### src/rtl/csr_access_sequencer.sv
// Round-robin sequencer that runs one CSR read-modify-write at a time
// (grant, read, write, response) against a single-ported CSR store.
module csr_access_sequencer #(
    parameter int unsigned NUM_REQS  = 4,
    parameter int unsigned NW_BITS   = 2,
    parameter int unsigned UUID_BITS = 44,
    parameter int unsigned ADDR_BITS = 12
) (
    input  logic                            clk,
    input  logic                            reset,
    input  logic [NUM_REQS-1:0]             req_valid,
    output logic [NUM_REQS-1:0]             req_ready,
    input  logic [NUM_REQS*2-1:0]           req_op,
    input  logic [NUM_REQS*ADDR_BITS-1:0]   req_addr,
    input  logic [NUM_REQS*NW_BITS-1:0]     req_wid,
    input  logic [NUM_REQS*32-1:0]          req_data,
    input  logic [NUM_REQS*UUID_BITS-1:0]   req_uuid,
    output logic                            read_enable,
    output logic [ADDR_BITS-1:0]            read_addr,
    output logic [NW_BITS-1:0]              read_wid,
    output logic [UUID_BITS-1:0]            read_uuid,
    input  logic [31:0]                     read_data,
    output logic                            write_enable,
    output logic [ADDR_BITS-1:0]            write_addr,
    output logic [NW_BITS-1:0]              write_wid,
    output logic [UUID_BITS-1:0]            write_uuid,
    output logic [31:0]                     write_data,
    output logic                            busy,
    output logic                            rsp_valid,
    input  logic                            rsp_ready,
    output logic [$clog2(NUM_REQS)-1:0]     rsp_idx,
    output logic [31:0]                     rsp_data,
    output logic [UUID_BITS-1:0]            rsp_uuid
);

    localparam int unsigned IDX_W = $clog2(NUM_REQS);

    localparam logic [1:0] OP_RW = 2'b00;
    localparam logic [1:0] OP_RS = 2'b01;
    localparam logic [1:0] OP_RC = 2'b10;
    localparam logic [1:0] OP_RO = 2'b11;

    typedef enum logic [1:0] {
        ST_IDLE  = 2'd0,
        ST_READ  = 2'd1,
        ST_WRITE = 2'd2,
        ST_RESP  = 2'd3
    } state_t;

    state_t                 state, state_next;
    logic [IDX_W-1:0]       rr_ptr;
    logic [IDX_W-1:0]       grant_idx;
    logic [IDX_W-1:0]       cand;
    logic                   grant_found;

    logic [1:0]             op_r;
    logic [ADDR_BITS-1:0]   addr_r;
    logic [NW_BITS-1:0]     wid_r;
    logic [31:0]            data_r;
    logic [UUID_BITS-1:0]   uuid_r;
    logic [IDX_W-1:0]       idx_r;
    logic [31:0]            old_r;

    logic [31:0]            new_val_c;
    logic                   wr_cond_c;

    // First valid requester searching upward from rr_ptr+1.
    always_comb begin
        grant_found = 1'b0;
        grant_idx   = '0;
        cand        = '0;
        for (int unsigned i = 0; i < NUM_REQS; i++) begin
            cand = IDX_W'((32'(rr_ptr) + 32'd1 + i) % NUM_REQS);
            if (!grant_found && req_valid[cand]) begin
                grant_found = 1'b1;
                grant_idx   = cand;
            end
        end
    end

    always_comb begin
        state_next = state;
        req_ready  = '0;
        case (state)
            ST_IDLE: begin
                if (reset && grant_found) begin
                    req_ready[grant_idx] = 1'b1;
                    state_next           = ST_READ;
                end
            end
            ST_READ:  state_next = ST_WRITE;
            ST_WRITE: state_next = ST_RESP;
            ST_RESP:  if (rsp_ready) state_next = ST_IDLE;
            default:  state_next = ST_IDLE;
        endcase
    end

    // Modified value is formed from the live read data during READ and registered.
    always_comb begin
        new_val_c = read_data;
        case (op_r)
            OP_RW: new_val_c = data_r;
            OP_RS: new_val_c = read_data | data_r;
            OP_RC: new_val_c = read_data & ~data_r;
            OP_RO: new_val_c = read_data;
        endcase
        wr_cond_c = (op_r == OP_RW) || (((op_r == OP_RS) || (op_r == OP_RC)) && (data_r != 32'd0));
    end

    always_ff @(posedge clk or negedge reset) begin
        if (!reset) state <= ST_IDLE;
        else        state <= state_next;
    end

    always_ff @(posedge clk or negedge reset) begin
        if (!reset) begin
            rr_ptr       <= IDX_W'(NUM_REQS - 1);
            op_r         <= '0;
            addr_r       <= '0;
            wid_r        <= '0;
            data_r       <= '0;
            uuid_r       <= '0;
            idx_r        <= '0;
            old_r        <= '0;
            write_data   <= '0;
            read_enable  <= 1'b0;
            write_enable <= 1'b0;
            rsp_valid    <= 1'b0;
        end else begin
            read_enable  <= (state_next == ST_READ);
            write_enable <= (state_next == ST_WRITE) && wr_cond_c;
            rsp_valid    <= (state_next == ST_RESP);
            if (state == ST_IDLE && grant_found) begin
                rr_ptr <= grant_idx;
                idx_r  <= grant_idx;
                op_r   <= req_op[32'(grant_idx) * 2 +: 2];
                addr_r <= req_addr[32'(grant_idx) * ADDR_BITS +: ADDR_BITS];
                wid_r  <= req_wid[32'(grant_idx) * NW_BITS +: NW_BITS];
                data_r <= req_data[32'(grant_idx) * 32 +: 32];
                uuid_r <= req_uuid[32'(grant_idx) * UUID_BITS +: UUID_BITS];
            end
            if (state == ST_READ) begin
                old_r      <= read_data;
                write_data <= new_val_c;
            end
        end
    end

    assign read_addr  = addr_r;
    assign read_wid   = wid_r;
    assign read_uuid  = uuid_r;
    assign write_addr = addr_r;
    assign write_wid  = wid_r;
    assign write_uuid = uuid_r;
    assign rsp_idx    = idx_r;
    assign rsp_data   = old_r;
    assign rsp_uuid   = uuid_r;
    assign busy       = (state != ST_IDLE) || (|req_valid);

endmodule

### config.mk
export PLATFORM = sky130hd
export DESIGN_NAME = csr_access_sequencer
export DESIGN_NICKNAME = d
export VERILOG_FILES = /design/src/rtl/csr_access_sequencer.sv
export SDC_FILE = /design/constraint.sdc
export NUM_CORES = 1
export LEC_CHECK = 0
export ABC_AREA = 1
export CORE_AREA = 4 4 246 248
export DETAILED_ROUTE_END_ITERATION = 6
export DIE_AREA = 0 0 250 252
export DONT_BUFFER_PORTS = 1
export GPL_ROUTABILITY_DRIVEN = 0
export HOLD_SLACK_MARGIN = 0.1
export SLEW_MARGIN = 10
export SYNTH_ARGS = -nofsm -noshare
export SYNTH_HDL_FRONTEND = slang
export SYNTH_SLANG_ARGS = --single-unit
export TNS_END_PERCENT = 30
### constraint.sdc
create_clock -name clk -period 3.05 [get_ports clk]
set_clock_uncertainty 0.1 [all_clocks]
set_input_delay 0.4575 -clock clk [delete_from_list [all_inputs] [get_ports clk]]
set_output_delay 0.4575 -clock clk [all_outputs]
set_load 0.02 [all_outputs]
==> flow_metrics.env, run 1 <==
export IMPL_arrival_ns=2.46
export IMPL_synth_top_area_cell="nand2_1"
export IMPL_grt_first_pass_wirelength_mm=70.2
export IMPL_synth_area_top_cells="nand2_1 35%, dfrtp_1 34%, nand3_1 8.2%"
export IMPL_avgSynthCellArea_um2=6.19
export IMPL_die_area_mm2=0.0630
export IMPL_startpoint="rr_ptr[0]$_DFFE_PN1P_"
export IMPL_die_w_um=250
export IMPL_via_count=11700
export IMPL_synth_fp_nets=2321
export IMPL_path_max_fanout=6
export IMPL_tightestPinTransition_ns=1.17
export IMPL_area_delta_synth_final_pct=10.9
export IMPL_ys_seq_area_share_pct=34.9
export IMPL_r2r_start="rr_ptr[0]$_DFFE_PN1P_"
export IMPL_cp_end_kind="output pin"
export IMPL_final_hold_viol_count=165
export IMPL_port_buffers=0
export IMPL_first_pass_iters=5
export IMPL_floorplan_initialDensity_pct=20.2
export IMPL_total_leakage_power_nw=7.03
export IMPL_synth_common_cells="1103 x nand2_1, 193 x nand3_1, 163 x dfrtp_1, 110 x buf_4, 69 x nor2_1"
export IMPL_outcome="finished with violations"
export IMPL_slew_viol_final=0
export IMPL_total_power_mw=20.9
export IMPL_cp_start_kind="register"
export IMPL_cts_root_buffer="clkbuf_16"
export IMPL_io_pins=641
export IMPL_grtUsageTotal_pct=14.6
export IMPL_die_y_um=252
export IMPL_layout_drive_gt1_share_pct=7.48
export IMPL_final_util_pct=22.4
export IMPL_netlist_instances=1909
export IMPL_synthMostInstantiatedCell="nand2_1"
export IMPL_drc=0
export IMPL_maxCapViolCount=0
export IMPL_synth_cell_types=25
export IMPL_path_class="register to output pin"
export IMPL_drtIter0Drc=920
export IMPL_rsz0062_at_grt="true"
export IMPL_path_clk_slew_ns=0.08
export IMPL_min_period_ns=3.02
export IMPL_power_density_mw_per_mm2=1600
export IMPL_yosysWarnings=0
export IMPL_worstPathRequired_ns=2.49
export IMPL_post_route_cell_area_mm2=0.0131
export IMPL_routedWlPerCell_um=18.9
export IMPL_grt_overflow_total=0
export IMPL_dpl_cell_count=2494
export IMPL_postCtsHoldBufs=33
export IMPL_final_cells=2582
export IMPL_hold_path_class="primary input to async pin"
export IMPL_htree_levels=4
export IMPL_failed_checks="hold timing"
export IMPL_synth_edff_count=0
export IMPL_max_slew_margin_rel_pct=21.7
export IMPL_ys_ff_latch=165
export IMPL_ys_flop_type="dfrtp_1"
export IMPL_hpwl_mm=35.2
export IMPL_vdd_ir_drop_max_mv=1.00
export IMPL_max_freq_ghz=0.331
export IMPL_fillers=6625
export IMPL_setup_viol=0
export IMPL_clk_insertion_delay_late_ns=0.48
export IMPL_cts_sinks=165
export IMPL_syn_cell_area_mm2=0.0118
export IMPL_cts_tree="done"
export IMPL_clockBufferDepth=2
export IMPL_avgViaCountPerCell=4.54
export IMPL_grt_pass1_vias=10800
export IMPL_numCtsBuffers=17
export IMPL_yosys_area_top_type_share_pct=35.0
export IMPL_nets=2203
export IMPL_rows=89
export IMPL_grt_max_degree=167
export IMPL_async_reset_ff_share_pct=100
export IMPL_ant_nets=0
export IMPL_wl_mm=48.8
export IMPL_r2r_setup_slack_ns=0.23
export IMPL_dpl_instance_area_mm2=0.0119
export IMPL_period_share_pct=99.1
export IMPL_antenna_found_initial=5
export IMPL_holdWs_ns=-0.436
export IMPL_coreArea_mm2=0.0585
[where the power goes]
group | switching (mW) | leakage [nW] | internal (mW) | total (mW)
registers | 3.07 | 2.07 | 3.20 | 6.27
logic | 8.27 | 4.68 | 4.14 | 12.4
clock network | 1.06 | 0.275 | 1.19 | 2.25
[layout by cell type (no fill, tap or decap), types with 6 or more instances in the layout]
master and instances:
o21ai_0 36, nand2_2 15, dfrtp_1 163, buf_6 6
a21oi_1 34, buf_4 38, dlygate4sd3_1 33, clkbuf_16 18
nor4_1 9, o31ai_1 30, nand2_1 1083, nand3_1 189
inv_1 15, buf_12 14, nor2_1 67
[state kept, by name (all words and copies together), names as in the netlist, 2 cells and up]
| register | flops |
|---|---|
| read_uuid | 44 |
| data_r | 32 |
| rsp_data | 32 |
| write_data | 32 |
| read_addr | 12 |
| op_r | 2 |
| read_wid | 2 |
| rr_ptr | 2 |
| rsp_idx | 2 |
| state | 2 |
[per-layer routing]
| layer | up-vias | part of all wire, % | GRT usage [%] |
|---|---|---|---|
| met5 | - | 0.027 | 0 |
| met4 | 2 | 2.8 | 5.01 |
| met3 | 61 | 7.9 | 4.64 |
| met2 | 547 | 48 | 23.8 |
| met1 | 5471 | 41 | 18.4 |
| li1 | 5647 | - | - |
[worst paths after layout]
path	end	depth (start not counted)
setup / recovery	req_ready[3]	12
setup reg to reg	data_r[26]$_DFFE_PN0P_	16
max in group asynchronous	rr_ptr[0]$_DFFE_PN1P_	0
min in group clk	write_data[12]$_DFFE_PN0N_	4
hold reg to reg	data_r[29]$_DFFE_PN0P_	2
hold / removal	rsp_data[25]$_DFFE_PN0N_	0
[critical path, stage by stage (launching register included)]
cell and delay [ns]:
dfstp_2 0.64, clkinv_4 0.12, nand2_4 0.09, nand2_2 0.06, nand2_2 0.09, nand2_4 0.07
nor2_4 0.14, nand4_1 0.17, nand3_4 0.16, inv_6 0.05, nor3_2 0.13, buf_4 0.16
buf_6 0.11
[through the flow]
| step | setup TNS, ns | setup slack (ns) |
|---|---|---|
| 2_1_floorplan | 0 | 0.290 |
| 3_3_place_gp | 0 | 0.214 |
| 3_5_place_dp | 0 | 0.214 |
| 4_1_cts | -0.0311 | -0.0311 |
| 5_1_grt | -0.393 | -0.122 |
| 6_report | 0 | 0.0277 |
[cells by family (layout without fill, tap and decap cells)]
logic type	after synthesis	count (layout)	share of synthesized area (%)
simple gates	1386	1386	46.6
buf+inv	252	147	13.0
flops	165	165	34.9
compound gates	101	101	4.93
fa+ha+maj	5	5	0.529
other cells	0	5	0
[area by class of cell]
type	instances	area, um2	area share (%)
Clock inverter	11	115	0.878
Clock buffer	21	460	3.51
Antenna cell	5	12.5	0.0954
Timing Repair Buffer	92	988	7.54
Timing Repair inverter	1	6.26	0.0477
Inverter	22	97.6	0.744
Tap cell	773	967	7.37
Sequential cell	165	4130	31.5
Multi-Input combinational cell	1492	6340	48.3
[repair_timing]
item | 4_1_cts | 5_1_grt
hold endpoints to repair | 232 | 165
cloned | 0 | 2
setup endpoints to repair | 4 | 4
setup buffers | 9 | 7
pin swaps | 3 | 15
resized for setup | 13 | 43
No activity file was read; power rests on OpenSTA's default activity.
==> run 2, diff against run 1 <==
Settings changed: CORE_AREA 4 4 246 248 to 4 4 251 253, DIE_AREA 0 0 250 252 to 0 0 255 257.
==> flow_metrics.env, run 2 (same netlist as run 1, synthesis figures left out) <==
export IMPL_internal_power_mw=8.55
export IMPL_layout_commonest_cell="nand2_1"
export IMPL_fin_ws_ns=0.0993
export IMPL_maxCapViolCount=0
export IMPL_port_buffers=0
export IMPL_path_class="register to output pin"
export IMPL_grt_util_met3_pct=4.85
export IMPL_hold_path_class="primary input to async pin"
export IMPL_cts_root_buffer="clkbuf_16"
export IMPL_setup_viol=0
export IMPL_floorplan_initialDensity_pct=19.4
export IMPL_comb_power_share_pct=58.9
export IMPL_routedWlPerCell_um=18.7
export IMPL_dpl_cell_count=2505
export IMPL_via_count=11600
export IMPL_numCtsBuffers=17
export IMPL_first_pass_iters=7
export IMPL_largest_register_ffs=44
export IMPL_die_y_um=257
export IMPL_total_leakage_power_nw=7.01
export IMPL_final_hold_viol_count=165
export IMPL_wl_mm=48.5
export IMPL_ant_nets=0
export IMPL_drtIter0Drc=958
export IMPL_final_cells=2590
export IMPL_postCtsHoldBufs=33
export IMPL_die_w_um=255
export IMPL_antenna_found_initial=8
export IMPL_busiest_layer="met2"
export IMPL_grt_overflow_total=0
export IMPL_grt_use_met2_pct=23.1
export IMPL_cp_end_kind="output pin"
export IMPL_clk_insertion_delay_late_ns=0.48
export IMPL_path_clk_slew_ns=0.07
export IMPL_slew_viol_final=0
export IMPL_rows=91
export IMPL_tightestPinTransition_ns=1.22
export IMPL_htree_levels=4
export IMPL_drc=2
export IMPL_vdd_ir_drop_max_mv=1.86
export IMPL_coreArea_mm2=0.0610
export IMPL_period_share_pct=96.7
export IMPL_grt_pass1_vias=11000
export IMPL_grtUsageTotal_pct=14.2
export IMPL_pre_cts_ws_ns=0.0580
export IMPL_nets=2194
export IMPL_switchingPower_mw=12.3
export IMPL_layout_drive_gt1_share_pct=6.02
export IMPL_holdWs_ns=-0.419
export IMPL_cts_sinks=165
export IMPL_grt_first_pass_wirelength_mm=70.1
export IMPL_final_cell_mix="1095 x nand2_1, 193 x nand3_1, 163 x dfrtp_1, 67 x nor2_1, 36 x o21ai_0"
export IMPL_failed_checks="DRC, hold timing"
export IMPL_arrival_ns=2.39
export IMPL_use_met1_pct=17.4
export IMPL_swShare_pct=59.0
export IMPL_grt_max_degree=167
export IMPL_outcome="finished with violations"
export IMPL_die_area_mm2=0.0655
export IMPL_io_pins=641
export IMPL_clockBufferDepth=2
export IMPL_worstPathRequired_ns=2.49
export IMPL_max_freq_ghz=0.339
export IMPL_power_density_mw_per_mm2=1600
export IMPL_avgViaCountPerCell=4.49
export IMPL_hpwl_mm=35.8
export IMPL_area_delta_synth_final_pct=10.3
export IMPL_pwr_share_clk_pct=10.7
export IMPL_rsz0062_at_grt="true"
export IMPL_min_period_ns=2.95
export IMPL_cp_start_kind="register"
export IMPL_max_slew_margin_rel_pct=18.5
export IMPL_cts_tree="done"
export IMPL_path_max_fanout=5
export IMPL_power_frac_seq_pct=30.4
-- run 2: changes by cell type in the layout (fill, tap and decap cells not counted), moves of 2 or more --
cell	delta
nand2_1	+12
bufbuf_16	+2
clkinvlp_4	-2
nand3_2	-4
clkbuf_1	+2
inv_8	-2
buf_4	-9
clkinv_4	+2
nand2_4	-4
nand2_2	-8
inv_6	-3
nand3_1	+4
-- run 2: what timing repair did --
action | CTS | global route
cloned | 2 | 0
buffers inserted | 10 | 3
endpoints found under the hold margin | 232 | 165
resized for setup | 13 | 17
setup endpoints to repair | 4 | 6
pin swaps | 5 | 5
-- run 2: final cells by class --
| cell class | instances | area, um2 |
|---|---|---|
| fillers | 7009 | 48000 |
| inverters | 22 | 92.6 |
| diodes | 5 | 12.5 |
| repair buffers | 84 | 968 |
| clock inverters | 10 | 121 |
| multi-input cells | 1492 | 6270 |
| clock buffers | 22 | 454 |
| well taps | 790 | 988 |
| flip-flops and latches | 165 | 4130 |
-- run 2: final timing paths --
path,slack (ns),endpoint,from,cells after the start
max reg2reg,0.27,op_r[1]$_DFFE_PN0P_,rr_ptr[0]$_DFFE_PN1P_,16
max in group asynchronous,2.94,rr_ptr[1]$_DFFE_PN1P_,reset,0
min reg2reg,0.44,data_r[12]$_DFFE_PN0P_,data_r[12]$_DFFE_PN0P_,2
max,0.1,req_ready[1],rr_ptr[0]$_DFFE_PN1P_,11
min,-0.42,write_data[0]$_DFFE_PN0N_,reset,0
min in group clk,0.16,read_uuid[4]$_DFFE_PN0P_,req_uuid[136],6
-- run 2: worst max-delay path: stages (launching register included) --
cell	delay (ns)
dfstp_2	0.60
buf_4	0.13
nand2_1	0.07
nand2_2	0.09
nand2_1	0.06
nand2_2	0.11
inv_1	0.09
nand4_1	0.15
nand3_4	0.15
buf_16	0.17
nor3_4	0.15
buf_6	0.15
-- run 2: power by group through the flow --
| stage | registers (mW) | clock network (mW) | logic, mW |
|---|---|---|---|
| after global placement | 6.41 | 0 | 11.5 |
| after global routing | 6.51 | 2.42 | 14.1 |
| after floorplan | 4.89 | 0 | 10.6 |
| after CTS | 6.36 | 2.35 | 12.3 |
| after detailed placement | 6.41 | 0 | 11.6 |
| final | 6.34 | 2.23 | 12.3 |
-- run 2: stage by stage --
stage | hold slack (ns) | util [%] | total power, mW | setup TNS (ns) | instance area [um2]
3_5_place_dp | 0.0698 | 19.4 | 18.0 | 0 | 11900
6_report | -0.419 | 21.4 | 20.9 | 0 | 13000
4_1_cts | -0.480 | 21.2 | 21.0 | 0 | 12900
3_3_place_gp | 0.0700 | 19.4 | 17.9 | 0 | 11900
2_1_floorplan | 0.0619 | - | 15.5 | 0 | 11800
5_1_grt | -0.469 | 21.4 | 23.1 | -0.134 | 13000
-- run 2: per-layer routing --
layer	vias up	routed length, um
met3	57	4380
met5	-	23
met4	4	1170
li1	5632	-
met1	5397	19600
met2	550	23300
==> run 3, diff against run 2 <==
==> constraint.sdc (replaced) <==
create_clock -name clk -period 3.05 [get_ports clk]
set_clock_uncertainty 0.1 [all_clocks]
set_input_delay 0.305 -clock clk [delete_from_list [all_inputs] [get_ports clk]]
set_output_delay 0.305 -clock clk [all_outputs]
set_load 0.02 [all_outputs]
==> flow_metrics.env, run 3 (same netlist as run 1, synthesis figures left out) <==
export IMPL_vdd_ir_drop_max_mv=1.26
export IMPL_via_count=14400
export IMPL_holdWs_ns=-0.569
export IMPL_tightestPinTransition_ns=1.19
export IMPL_largest_register_ffs=44
export IMPL_switchingPower_mw=14.4
export IMPL_swShare_pct=56.4
export IMPL_die_y_um=257
export IMPL_outcome="finished with violations"
export IMPL_maxCapViolCount=0
export IMPL_clockBufferDepth=2
export IMPL_rows=91
export IMPL_grtUsageTotal_pct=16.4
export IMPL_fin_ws_ns=-0.0613
export IMPL_period_share_pct=102
export IMPL_antenna_found_initial=3
export IMPL_grt_max_degree=167
export IMPL_rsz0062_at_grt="true"
export IMPL_cp_start_kind="register"
export IMPL_min_period_ns=3.11
export IMPL_comb_power_share_pct=65.8
export IMPL_die_w_um=255
export IMPL_final_util_pct=28.5
export IMPL_routedWlPerCell_um=21.1
export IMPL_ant_nets=0
export IMPL_power_frac_seq_pct=25.0
export IMPL_path_max_fanout=7
export IMPL_nets=2585
export IMPL_path_class="register to register"
export IMPL_worstPathRequired_ns=3.36
export IMPL_setup_viol=4
export IMPL_area_delta_synth_final_pct=47.2
export IMPL_numCtsBuffers=17
export IMPL_avgViaCountPerCell=4.84
export IMPL_failed_checks="hold timing, setup timing"
export IMPL_io_pins=641
export IMPL_dpl_instance_area_mm2=0.0118
export IMPL_slew_viol_final=0
export IMPL_startpoint="rr_ptr[0]$_DFFE_PN1P_"
export IMPL_wl_mm=63.0
export IMPL_cts_sinks=165
export IMPL_internal_power_mw=11.1
export IMPL_setup_tns_ns=-0.0856
export IMPL_layout_drive_gt1_share_pct=8.74
export IMPL_drc=0
export IMPL_coreArea_mm2=0.0610
export IMPL_path_clk_slew_ns=0.07
export IMPL_cts_tree="done"
export IMPL_total_leakage_power_nw=8.93
export IMPL_final_cell_mix="1076 x nand2_1, 372 x dlygate4sd3_1, 181 x nand3_1, 163 x dfrtp_1, 65 x nor2_1"
export IMPL_max_slew_margin_rel_pct=20.8
export IMPL_r2r_start="rr_ptr[0]$_DFFE_PN1P_"
export IMPL_grt_first_pass_wirelength_mm=82.2
export IMPL_grt_overflow_total=0
export IMPL_floorplan_initialDensity_pct=19.4
export IMPL_grt_pass1_vias=13800
export IMPL_cp_end_kind="register"
export IMPL_total_power_mw=25.4
export IMPL_layout_commonest_cell="nand2_1"
export IMPL_port_buffers=0
export IMPL_htree_levels=4
export IMPL_pwr_share_clk_pct=9.2
export IMPL_final_hold_viol_count=165
export IMPL_fillers=6391
export IMPL_first_pass_iters=6
export IMPL_arrival_ns=3.43
export IMPL_hpwl_mm=36.0
export IMPL_cts_root_buffer="clkbuf_16"
export IMPL_drtIter0Drc=1565
export IMPL_post_route_cell_area_mm2=0.0174
export IMPL_max_freq_ghz=0.321
export IMPL_clk_insertion_delay_late_ns=0.48
export IMPL_die_area_mm2=0.0655
export IMPL_hold_path_class="primary input to async pin"
export IMPL_power_density_mw_per_mm2=1460
## run 3: cell count changes in the layout (fill, tap and decap cells not counted), moves of 12 or more
cell / before / now
buf_4: 29 / 50
dlygate4sd3_1: 33 / 372
nand2_2: 7 / 22
clkbuf_16: 17 / 33
nand3_1: 193 / 181
nand2_1: 1095 / 1076
nand3_2: 0 / 12
## run 3: layer usage
metal	part of all wire, %	track usage [%]	wire, um	vias to the layer above
li1	-	-	-	6416
met2	47	27.1	29800	1002
met4	6.6	9.78	4130	0
met3	9.5	5.09	5950	285
met5	0	0	0	-
met1	37	18.4	23100	6726
## run 3: final timing paths
check	endpoint	slack (ns)	cells past startpoint
max in group asynchronous	rr_ptr[1]$_DFFE_PN1P_	3.07	0
setup reg to reg	read_uuid[34]$_DFFE_PN0P_	-0.06	18
hold / removal	rsp_data[2]$_DFFE_PN0N_	-0.57	0
setup / recovery	read_uuid[34]$_DFFE_PN0P_	-0.06	18
min in group clk	read_uuid[15]$_DFFE_PN0P_	0.05	6
hold reg to reg	data_r[12]$_DFFE_PN0P_	0.46	2
## run 3: stage by stage
stage | cells | setup WS, ns | hold slack, ns
2_1_floorplan | 1909 | 0.442 | -0.0906
3_3_place_gp | 2503 | 0.243 | -0.0832
3_5_place_dp | 2503 | 0.189 | -0.0825
4_1_cts | 2923 | -0.0399 | -0.633
5_1_grt | 2978 | -0.175 | -0.627
6_report | 2982 | -0.0613 | -0.569
## run 3: power by group through the flow
stage,clock network (mW),logic (mW),registers [mW]
2_1_floorplan,0,10.6,4.89
3_3_place_gp,0,11.4,6.40
3_5_place_dp,0,11.5,6.40
4_1_cts,2.43,13.1,6.36
5_1_grt,2.52,18.4,6.52
6_report,2.34,16.7,6.37
## run 3: what timing repair did
item,in CTS,in global routing
gates resized for setup,3,100
setup buffers,1,45
pin swaps,0,31
setup endpoints to repair,4,38
endpoints found under the hold margin,324,167
hold buffers,386,2
cloned,1,19
## run 3: layout make-up
cell class	count	area [um2]	area share [%]
multi-input combinational	1492	6390	36.7
timing repair buffer	475	5180	29.8
sequential	165	4130	23.7
tap	790	988	5.68
clock buffer	20	457	2.62
clock inverter	12	144	0.827
inverter	22	105	0.604
antenna	6	15.0	0.0862
## run 3: critical path, stage by stage, from the launching register on
cell	delay (ns)
dfstp_2	0.61
clkinv_4	0.11
nand2_1	0.12
nand2_4	0.08
nand2_2	0.08
nand2_4	0.07
nor2_4	0.17
nand4_4	0.17
nand3_4	0.15
buf_6	0.14
buf_6	0.11
buf_4	0.12
nand2_1	0.05
nand2_1	0.06
dlygate4sd3_1	0.60
nand2_1	0.10
nand2_1	0.08
nand2_1	0.05
nand2_1	0.09
